<file path="config.mk">
export PLATFORM = sky130hd
export DESIGN_NAME = segn_scan
export DESIGN_NICKNAME = d
export VERILOG_FILES = /design/src/rtl/segn_scan.sv
export SDC_FILE = /design/constraint.sdc
export NUM_CORES = 1
export LEC_CHECK = 0
export BUFFER_PORTS_ARGS = -buffer_cell sky130_fd_sc_hd__buf_2
export CORE_MARGIN = 5
export CORE_UTILIZATION = 42
export CTS_CLUSTER_DIAMETER = 80
export CTS_CLUSTER_SIZE = 16
export DETAILED_ROUTE_END_ITERATION = 16
export PLACE_DENSITY = 0.63
export SLEW_MARGIN = 10
export SYNTH_ARGS = -nofsm -noshare
export SYNTH_HDL_FRONTEND = slang
export SYNTH_SLANG_ARGS = --single-unit
</file>
<file path="constraint.sdc">
create_clock -name clk -period 3 [get_ports clk]
set_input_delay 0.6 -clock clk [delete_from_list [all_inputs] [get_ports clk]]
set_output_delay 0.6 -clock clk [all_outputs]
set_load 0.02 [all_outputs]
</file>
<file path="src/rtl/segn_scan.sv">
// segn_scan: multiplexed N-digit seven-segment scan driver with dead-time blanking
// and tear-free frame-synchronous updates. Define SEG_PWM_EN to add `bright` PWM dimming.
module segn_scan #(
    parameter int DIGITS = 8,
    parameter int DIV    = 10000,
    parameter int DEAD   = 16
) (
    input  logic                  clk,
    input  logic                  rst,
    input  logic [4*DIGITS-1:0]   data,
    input  logic [DIGITS-1:0]     dp,
    input  logic [DIGITS-1:0]     digit_en,
    input  logic                  load,
`ifdef SEG_PWM_EN
    input  logic [3:0]            bright,
`endif
    output logic                  busy,
    output logic                  frame_start,
    output logic [DIGITS-1:0]     seg_sel_n,
    output logic [7:0]            seg
);

    localparam int TW = $clog2(DIV);
    localparam int IW = (DIGITS > 1) ? $clog2(DIGITS) : 1;
    localparam logic [TW-1:0] TICK_LAST = TW'(DIV - 1);
    localparam logic [IW-1:0] IDX_LAST  = IW'(DIGITS - 1);

    function automatic logic [6:0] seg_code(input logic [3:0] nib);
        logic [7:0] c;
        case (nib)
            4'h0: c = 8'hC0;
            4'h1: c = 8'hF9;
            4'h2: c = 8'hA4;
            4'h3: c = 8'hB0;
            4'h4: c = 8'h99;
            4'h5: c = 8'h92;
            4'h6: c = 8'h82;
            4'h7: c = 8'hF8;
            4'h8: c = 8'h80;
            4'h9: c = 8'h90;
            4'hA: c = 8'h88;
            4'hB: c = 8'h83;
            4'hC: c = 8'hC6;
            4'hD: c = 8'hA1;
            4'hE: c = 8'h86;
            default: c = 8'h8E;
        endcase
        return c[6:0];
    endfunction

    logic [TW-1:0]         tick_p0;
    logic [IW-1:0]         idx_p0;
    logic                  frame_end_p0;
    logic                  in_dead_p0;
    logic                  pwm_on_p0;
    logic                  lit_p0;
    logic [3:0]            nib_p0;
    logic [DIGITS-1:0]     sel_one_p0;
    logic [DIGITS-1:0]     sel_n_p0;
    logic [7:0]            seg_p0;
    logic                  fs_p0;

    logic                  pending;
    logic [4*DIGITS-1:0]   sh_data, st_data;
    logic [DIGITS-1:0]     sh_dp,   st_dp;
    logic [DIGITS-1:0]     sh_en,   st_en;

    // Stage p0: slot counters
    always_ff @(posedge clk) begin
        if (rst) begin
            tick_p0 <= '0;
            idx_p0  <= '0;
        end else if (tick_p0 == TICK_LAST) begin
            tick_p0 <= '0;
            idx_p0  <= (idx_p0 == IDX_LAST) ? '0 : idx_p0 + IW'(1);
        end else begin
            tick_p0 <= tick_p0 + TW'(1);
        end
    end

    assign frame_end_p0 = (tick_p0 == TICK_LAST) && (idx_p0 == IDX_LAST);

    // A load landing on the boundary goes straight to the shadow so it is not lost.
    always_ff @(posedge clk) begin
        if (rst) begin
            pending <= 1'b0;
            st_data <= '0;
            st_dp   <= '0;
            st_en   <= '0;
            sh_data <= '0;
            sh_dp   <= '0;
            sh_en   <= '0;
        end else begin
            if (load) begin
                st_data <= data;
                st_dp   <= dp;
                st_en   <= digit_en;
            end
            if (frame_end_p0 && load) begin
                sh_data <= data;
                sh_dp   <= dp;
                sh_en   <= digit_en;
                pending <= 1'b0;
            end else if (frame_end_p0 && pending) begin
                sh_data <= st_data;
                sh_dp   <= st_dp;
                sh_en   <= st_en;
                pending <= 1'b0;
            end else if (load) begin
                pending <= 1'b1;
            end
        end
    end

    assign busy = pending;

`ifdef SEG_PWM_EN
    logic [3:0] pwm;

    always_ff @(posedge clk) begin
        if (rst) begin
            pwm <= 4'd0;
        end else begin
            pwm <= pwm + 4'd1;
        end
    end

    assign pwm_on_p0 = (pwm <= bright);
`else
    assign pwm_on_p0 = 1'b1;
`endif

    generate
        if (DEAD > 0) begin : g_dead
            assign in_dead_p0 = (tick_p0 < TW'(DEAD));
        end else begin : g_nodead
            assign in_dead_p0 = 1'b0;
        end
    endgenerate

    always_comb begin
        nib_p0     = sh_data[{idx_p0, 2'b00} +: 4];
        lit_p0     = !in_dead_p0 && sh_en[idx_p0] && pwm_on_p0;
        sel_one_p0 = '0;
        sel_one_p0[idx_p0] = 1'b1;
        sel_n_p0   = '1;
        seg_p0     = 8'hFF;
        if (lit_p0) begin
            sel_n_p0 = ~sel_one_p0;
            seg_p0   = {~sh_dp[idx_p0], seg_code(nib_p0)};
        end
        fs_p0 = (tick_p0 == '0) && (idx_p0 == '0);
    end

    // Stage p1: registered pin drive, one cycle behind the counters
    always_ff @(posedge clk) begin
        if (rst) begin
            seg_sel_n   <= '1;
            seg         <= 8'hFF;
            frame_start <= 1'b0;
        end else begin
            seg_sel_n   <= sel_n_p0;
            seg         <= seg_p0;
            frame_start <= fs_p0;
        end
    end

endmodule

</file>
---- Word-level counts from Yosys, hierarchy flattened ----
Memory sizes are Yosys's and may differ from the RTL's. A register that Yosys moved wholly into a read port is not among the register bits.
Cells that the tools add are included.
operators by class
  multiplexer cells ....................... 13
  reduce and logical (&&, ||, !) cells .... 13
  shifts and indexed selects .............. 1
  order comparisons ....................... 3
  add/sub/neg operators ................... 2
  bitwise logic cells ..................... 3
  equal/unequal tests ..................... 2
operators with widths
  cell                                                                                  count
  32-bit two-way mux                                                                    2
  8-bit two-way mux                                                                     4
  32-bit by 6-bit variable part select with 4-bit output                                1
  14-bit by 1-bit adder with 14-bit output (second input constant)                      1
  14-bit equality test (second input constant)                                          1
  14-bit logical NOT                                                                    1
  14-bit by 5-bit < comparator with 1-bit output (second input constant)                1
  8-bit NOT                                                                             1
  1-bit binary-select mux with 3-bit select                                             2
  1-bit logical AND                                                                     6
  3-bit by 4-bit < comparator with 1-bit output (second input constant)                 1
  2-bit OR reduction                                                                    2
  3-bit by 1-bit adder with 3-bit output (second input constant)                        1
  1-bit demux with 3-bit select                                                         1
  3-bit equality test (second input constant)                                           1
  3-bit by 1-bit greater-or-equal comparator with 1-bit output (second input constant)  1
  3-bit logical NOT                                                                     1
  1-bit two-way mux                                                                     3
  3-bit two-way mux                                                                     1
  3-bit OR reduction                                                                    1
  1-bit NOT                                                                             2
  2-bit nonzero test                                                                    1
  1-bit logical NOT                                                                     1
storage, ports and cells
  word-level logic and storage cells ...... 50
  bits in registers ....................... 131
  input bits .............................. 51
  memories ................................ 1
  bits in read-only memories .............. 112
memories
  name             depth  width  rd ports  clocked after memory_dff  wr ports  line  source
  (no name shown)  16     7      1         1                         0         30    case (nib)

---- Logic depth before layout (Yosys ltp) ----
  word-level depth ........................ 5
  gate-level depth with buffers ........... 11
  gate-level depth less buffers ........... 9

---- Worst setup path before layout ----
No wires, ideal clock.
  path kind ............................... reg2reg
  start ................................... reg idx_p0[1]
  end ..................................... reg seg[3]
  clock period less this slack ............ 2,621 ps
  setup time .............................. 146 ps
  data required time ...................... 2,854 ps
  slack ................................... 379 ps
  cell stages (with the launch flop) ...... 12
  data arrival time ....................... 2,475 ps
  cells stage by stage .................... dfxtp_1 buf_1 clkbuf_1 mux2i_1 nor2_1 nor4_1 inv_1 ha_1 inv_1 o21ai_0 o211ai_1 o311ai_0
between the ends
  cells in the longest elaborated chain, start to end .. 5
  elaborated cells between the ends (all ways) .. 6
RTL lines
  element                                    line  source
  start, declared                            52    logic [IW-1:0] idx_p0;
  start signal, assigned                     75    idx_p0 <= (idx_p0 == IDX_LAST) ? '0 : idx_p0 + IW'(1);
  1-bit binary-select mux with 3-bit select  143   lit_p0 = !in_dead_p0 && sh_en[idx_p0] && pwm_on_p0;
  1-bit two-way mux (implied by the code)    143
  1-bit logical AND                          143
  1-bit NOT (no source line)                 n/a
  2-bit OR reduction (no source line)        n/a
  end, declared                              20    output logic [7:0] seg
Parallel ways exist; a longest one is shown, timed or not. The select of a mux whose other input is x is not followed.
A chain may end at the register's enable or synchronous reset.

---- Worst setup path after layout ----
  start ................................... reg tick_p0[5]
  end ..................................... reg sh_data[1]
between the ends
  cells in the longest elaborated chain, start to end .. 4
  elaborated cells between the ends (all ways) .. 6
RTL lines
  element                                                   line     source
  start, declared                                           51       logic [TW-1:0] tick_p0;
  start signal, assigned                                    77       tick_p0 <= tick_p0 + TW'(1);
  14-bit equality test *                                    81       assign frame_end_p0 = (tick_p0 == TICK_LAST) && (idx_p0 == IDX_LAST);
  1-bit logical AND *                                       81
  1-bit logical AND (on tied branches)                      99, 104
  32-bit two-way mux or 2-bit nonzero test (tied branches)  n/a
  end signal, assigned                                      100      sh_data <= data;
  end signal, assigned                                      105      sh_data <= st_data;
  end, declared                                             64       logic [4*DIGITS-1:0] sh_data, st_data;
Mark *: on every way between the ends. The rest lies on a longest branch, timed or not.

==> impl_summary.md <==
Setup path
The cell depth of the worst flop-to-flop path is 6. The slowest cell on the critical path is sky130_fd_sc_hd__or4_1. In this run the worst path has a maximum fanout of 88.

The worst reg-to-reg setup slack is 0.33 ns. The worst setup path is of the reg -> reg kind. The arrival time reported for the critical path endpoint is 2.98 ns. The beginning of the worst register-to-register path is tick_p0[5]. Traced cell by cell, the critical path runs through or4_1 -> or4_1 -> nor3_4 -> buf_12 -> nor2_1 -> a211oi_1. At the worst endpoint, the required time is 3.31 ns. The cell that appears most often on the critical path is sky130_fd_sc_hd__or4_1. For this run, the slowest stage of the critical path takes 0.74 ns.

The critical path endpoint category is a flop. The capture instance of the worst register-to-register path is sh_data[1]. STA classifies the critical path startpoint as a flop.

Routing
The first routing iteration left 229 violations. The total vias in the final route is 3860. After detailed routing, the number of vias per cell comes to 4.98. In the routed design, unresolved DRC markers number 0. The wire length per cell is 14.4 um. The count of nets left with antenna violations once routing finished came out at 0. The sum of routed wire length over all layers is 11100 um. The first-pass iteration count of the detailed router is 4.

CTS
The clock drives 131 sinks. TritonCTS built the clock tree. The post-cts sizing count is 0.

The number of hold buffers added after cts is 0. Clock latency on the worst-skew pair, taken at its later pin, is 0.42 ns. The longest clock path from root to sink contains 2 buffers. The number of buffers inserted during clock tree synthesis is 17.

The clock-pin transition on the worst setup and hold timing paths is 0.05 ns. The master cell of the clock root buffer is sky130_fd_sc_hd__clkbuf_16. The clock tree synthesis step divided the H-tree into 4 levels. The total setup buffers inserted after CTS is 0.

Finish
The share of cells above drive strength 1 is 18.9%. After filler insertion, the fill cell instance count of the layout stands at 1132. The number of standard cells in the layout, taps in and fillers out is 775. The sequential cell area in the final layout is 2620 um^2.

After the last flow step, the layout net total stands at 657. From synthesis to final layout, the design area changed by 20.6%. Summing all multi-input logic gate instances after layout gives 2400 um^2. 0 antenna diodes ended up in the layout. Measured on the finished design, the core utilization comes to 51.9%.

Yosys
The number of enable flip-flop cells after synthesis is 0. The sequential share of the synthesized area is 50.3%. The dominant synthesized flop cell is sky130_fd_sc_hd__dfxtp_1. The yosys synthesis warning count is 0. The distinct cell type count of the synthesized netlist is 43.

The leading area contributor after synthesis is sky130_fd_sc_hd__dfxtp_1. The share of flip-flops with an asynchronous set or reset is 0%. The share of the synthesized area in the top cell type is 50.3%.

After synthesis, the mean cell area works out to 9.72 um^2. The total nets after synthesis is 597. After synthesis, the cell types taking the most area are sky130_fd_sc_hd__dfxtp_1 (50%), sky130_fd_sc_hd__mux2i_1 (12%), sky130_fd_sc_hd__nor2_1 (8.4%). The synthesized design contains 131 register bits. The netlist area before placement is 5210 um^2.

Synthesis handed over a netlist of 536 instances.

Min path
The hold path startpoint is data[2]. The worst hold path class is in -> reg. The destination of the worst hold path is st_data[2]. The hold-critical path depth is 3.

GRT
The initial antenna violation count came to 0. The total congestion overflow after global routing is 0. The first global-routing pass estimated 18800 um of wire. The number of global-route vias before repair was 3865.

Global routing consumed, over all layers together, 16.1% of the routing resources. The largest net degree at the start of global routing is 89.

Place
Detailed placement ended at an HPWL of 7800 um. The count of input and output buffers is 68. Routability-driven placement finished with a final weighted congestion of 0.792.

In this run, placement finished with an instance count of 745.

STA
At the pin with the least slew margin, the transition time is 0.784 ns. The count of endpoints failing hold in the final timing report came to 0. The final setup TNS is 0 ns. Across all hold checks on the routed design, the worst slack comes to 0.453 ns. Setup repair after global routing left no endpoint under its margin.

The final critical path takes up 89.0% of the cycle. The clock tree skew after final layout is 0.0143 ns. Subtracting the final worst setup slack from the clock period gives 2.67 ns. Based on the critical path, the design can be clocked at up to 0.375 GHz. The number of setup violations in the final report is 0. The max-slew violation count came to 0. The worst pin sits at a relative slew slack of 47.7%.

Floorplanning
69 I/O pins were placed. The die outline area is 14700 um^2. The placeable core region is 12100 um^2. Once the floorplan was initialized, standard cells occupied 43.0% of the core. In this run the core area contains 40 standard-cell rows. The vertical die dimension is 121 um. Measured along the x axis, the die boundary spans 121 um.

Run
Across the run, the number of max-cap violations was 0.

Power
The power density relative to cell area is 640 nW/um^2. In this run the static leakage power is 2.49 nW. The worst IR drop on VDD is 409 uV.

Outcome
The flow ran to the end, and the final reports show no timing, DRC or antenna violations.
[power breakdown]
part	total [mW]	internal, mW	switching [mW]	leakage (nW)
sequential	1.80	1.79	0.0163	1.07
combinational	0.177	0.0738	0.103	1.13
clock	2.05	1.36	0.687	0.287
total	4.03	3.22	0.806	2.49
[worst max-delay path, delay by kind of cell, from the launching register on]
kind | cells | cell delay, ns
buffers and inverters | 1 | 0.30
AND/OR/NAND/NOR | 4 | 1.58
flip-flops | 1 | 0.36
AO/OA/AOI/OAI | 1 | 0.25
[placed cells by master (no fill, tap or decap), types with 3 or more instances in the layout]
cell type                   Yosys  final
sky130_fd_sc_hd__dfxtp_1      131    131
sky130_fd_sc_hd__nor2_1       116    116
sky130_fd_sc_hd__buf_2          8     68
sky130_fd_sc_hd__mux2i_1       61     61
sky130_fd_sc_hd__a211oi_1      41     41
sky130_fd_sc_hd__nand2_1       17     17
sky130_fd_sc_hd__clkbuf_16      0     17
sky130_fd_sc_hd__a21oi_1       15     15
sky130_fd_sc_hd__nand3_1       13     13
sky130_fd_sc_hd__o221ai_1      12     12
sky130_fd_sc_hd__inv_1         11     11
sky130_fd_sc_hd__ha_1          10     10
sky130_fd_sc_hd__buf_4          0      9
sky130_fd_sc_hd__xnor2_1        7      7
sky130_fd_sc_hd__mux4_2         5      5
sky130_fd_sc_hd__xor2_1         5      5
sky130_fd_sc_hd__clkbuf_1      23      5
sky130_fd_sc_hd__nor3_1         4      4
sky130_fd_sc_hd__nand2b_1       4      4
sky130_fd_sc_hd__and3_1         4      4
sky130_fd_sc_hd__o21ai_0        4      4
sky130_fd_sc_hd__or4_1          3      3
sky130_fd_sc_hd__nand4_1        3      3
sky130_fd_sc_hd__and2_1         3      3
sky130_fd_sc_hd__mux2_2         3      3
sky130_fd_sc_hd__clkbuf_8       0      3
sky130_fd_sc_hd__bufinv_16      0      3
[stage by stage]
| step | area (um^2) | power [mW] | worst slack (ns) |
|---|---|---|---|
| floorplan | 5210 | 1.95 | 0.379 |
| global placement | 5700 | 2.01 | 0.434 |
| detailed placement | 5700 | 2.02 | 0.369 |
| CTS | 6290 | 4.08 | 0.334 |
| global route | 6290 | 4.19 | 0.165 |
| finish | 6290 | 4.03 | 0.331 |
[cells in the mapped netlist, drive strengths merged, types with 6 or more instances]
| library cell | instances |
|---|---|
| inv | 11 |
| clkbuf | 23 |
| mux2i | 61 |
| a211oi | 41 |
| a21oi | 15 |
| nor3 | 6 |
| nand3 | 13 |
| nor2 | 116 |
| buf | 14 |
| xnor2 | 7 |
| nand2 | 17 |
| dfxtp | 131 |
| o221ai | 12 |
| ha | 10 |
[layer usage]
| metal | part of all wire, % | track usage, % | vias to the layer above |
|---|---|---|---|
| met4 | 1.8 | 5.25 | 0 |
| met2 | 45 | 24.6 | 90 |
| met3 | 4.7 | 5.31 | 21 |
| met1 | 48 | 21.4 | 1740 |
| met5 | 0 | 0 | - |
| li1 | - | - | 2009 |
[how the worst max path moves through the flow]
stage	to	slack (ns)	cells after the start	startpoint
CTS	sh_data[2]	0.33	6	tick_p0[5]
global route	sh_dp[7]	0.16	6	tick_p0[5]
global placement	sh_data[18]	0.43	6	tick_p0[5]
detailed placement	sh_data[2]	0.37	6	tick_p0[5]
finish	sh_data[1]	0.33	6	tick_p0[5]
floorplan	seg[3]	0.38	11	idx_p0[1]
[sequential cells by signal, indices dropped and copies added, names as in the netlist]
register / cells
tick_p0: 14
idx_p0: 3
sh_data: 32
busy: 1
sh_dp: 8
st_data: 32
frame_start: 1
seg_sel_n: 8
st_dp: 8
st_en: 8
sh_en: 8
seg: 8
[area by class of cell]
type                            instances  share of cell area (%)
Sequential cell                       131                    41.7
Multi-Input combinational cell        356                    38.1
Clock buffer                           25                    7.72
Timing Repair Buffer                   78                    6.81
Tap cell                              168                    3.34
Clock inverter                          5                    1.59
Inverter                               12                   0.716
[cell families (layout without fill, tap and decap cells)]
group | Yosys count | in the layout | share of synthesized area, %
flops | 131 | 131 | 50.3
compound gates | 85 | 85 | 11.7
buf+inv | 49 | 120 | 3.72
simple gates | 180 | 180 | 15.3
fa+ha+maj | 10 | 10 | 2.40
xor+xnor | 12 | 12 | 2.02
mux | 69 | 69 | 14.5
Power figures use the tool's default switching activity.
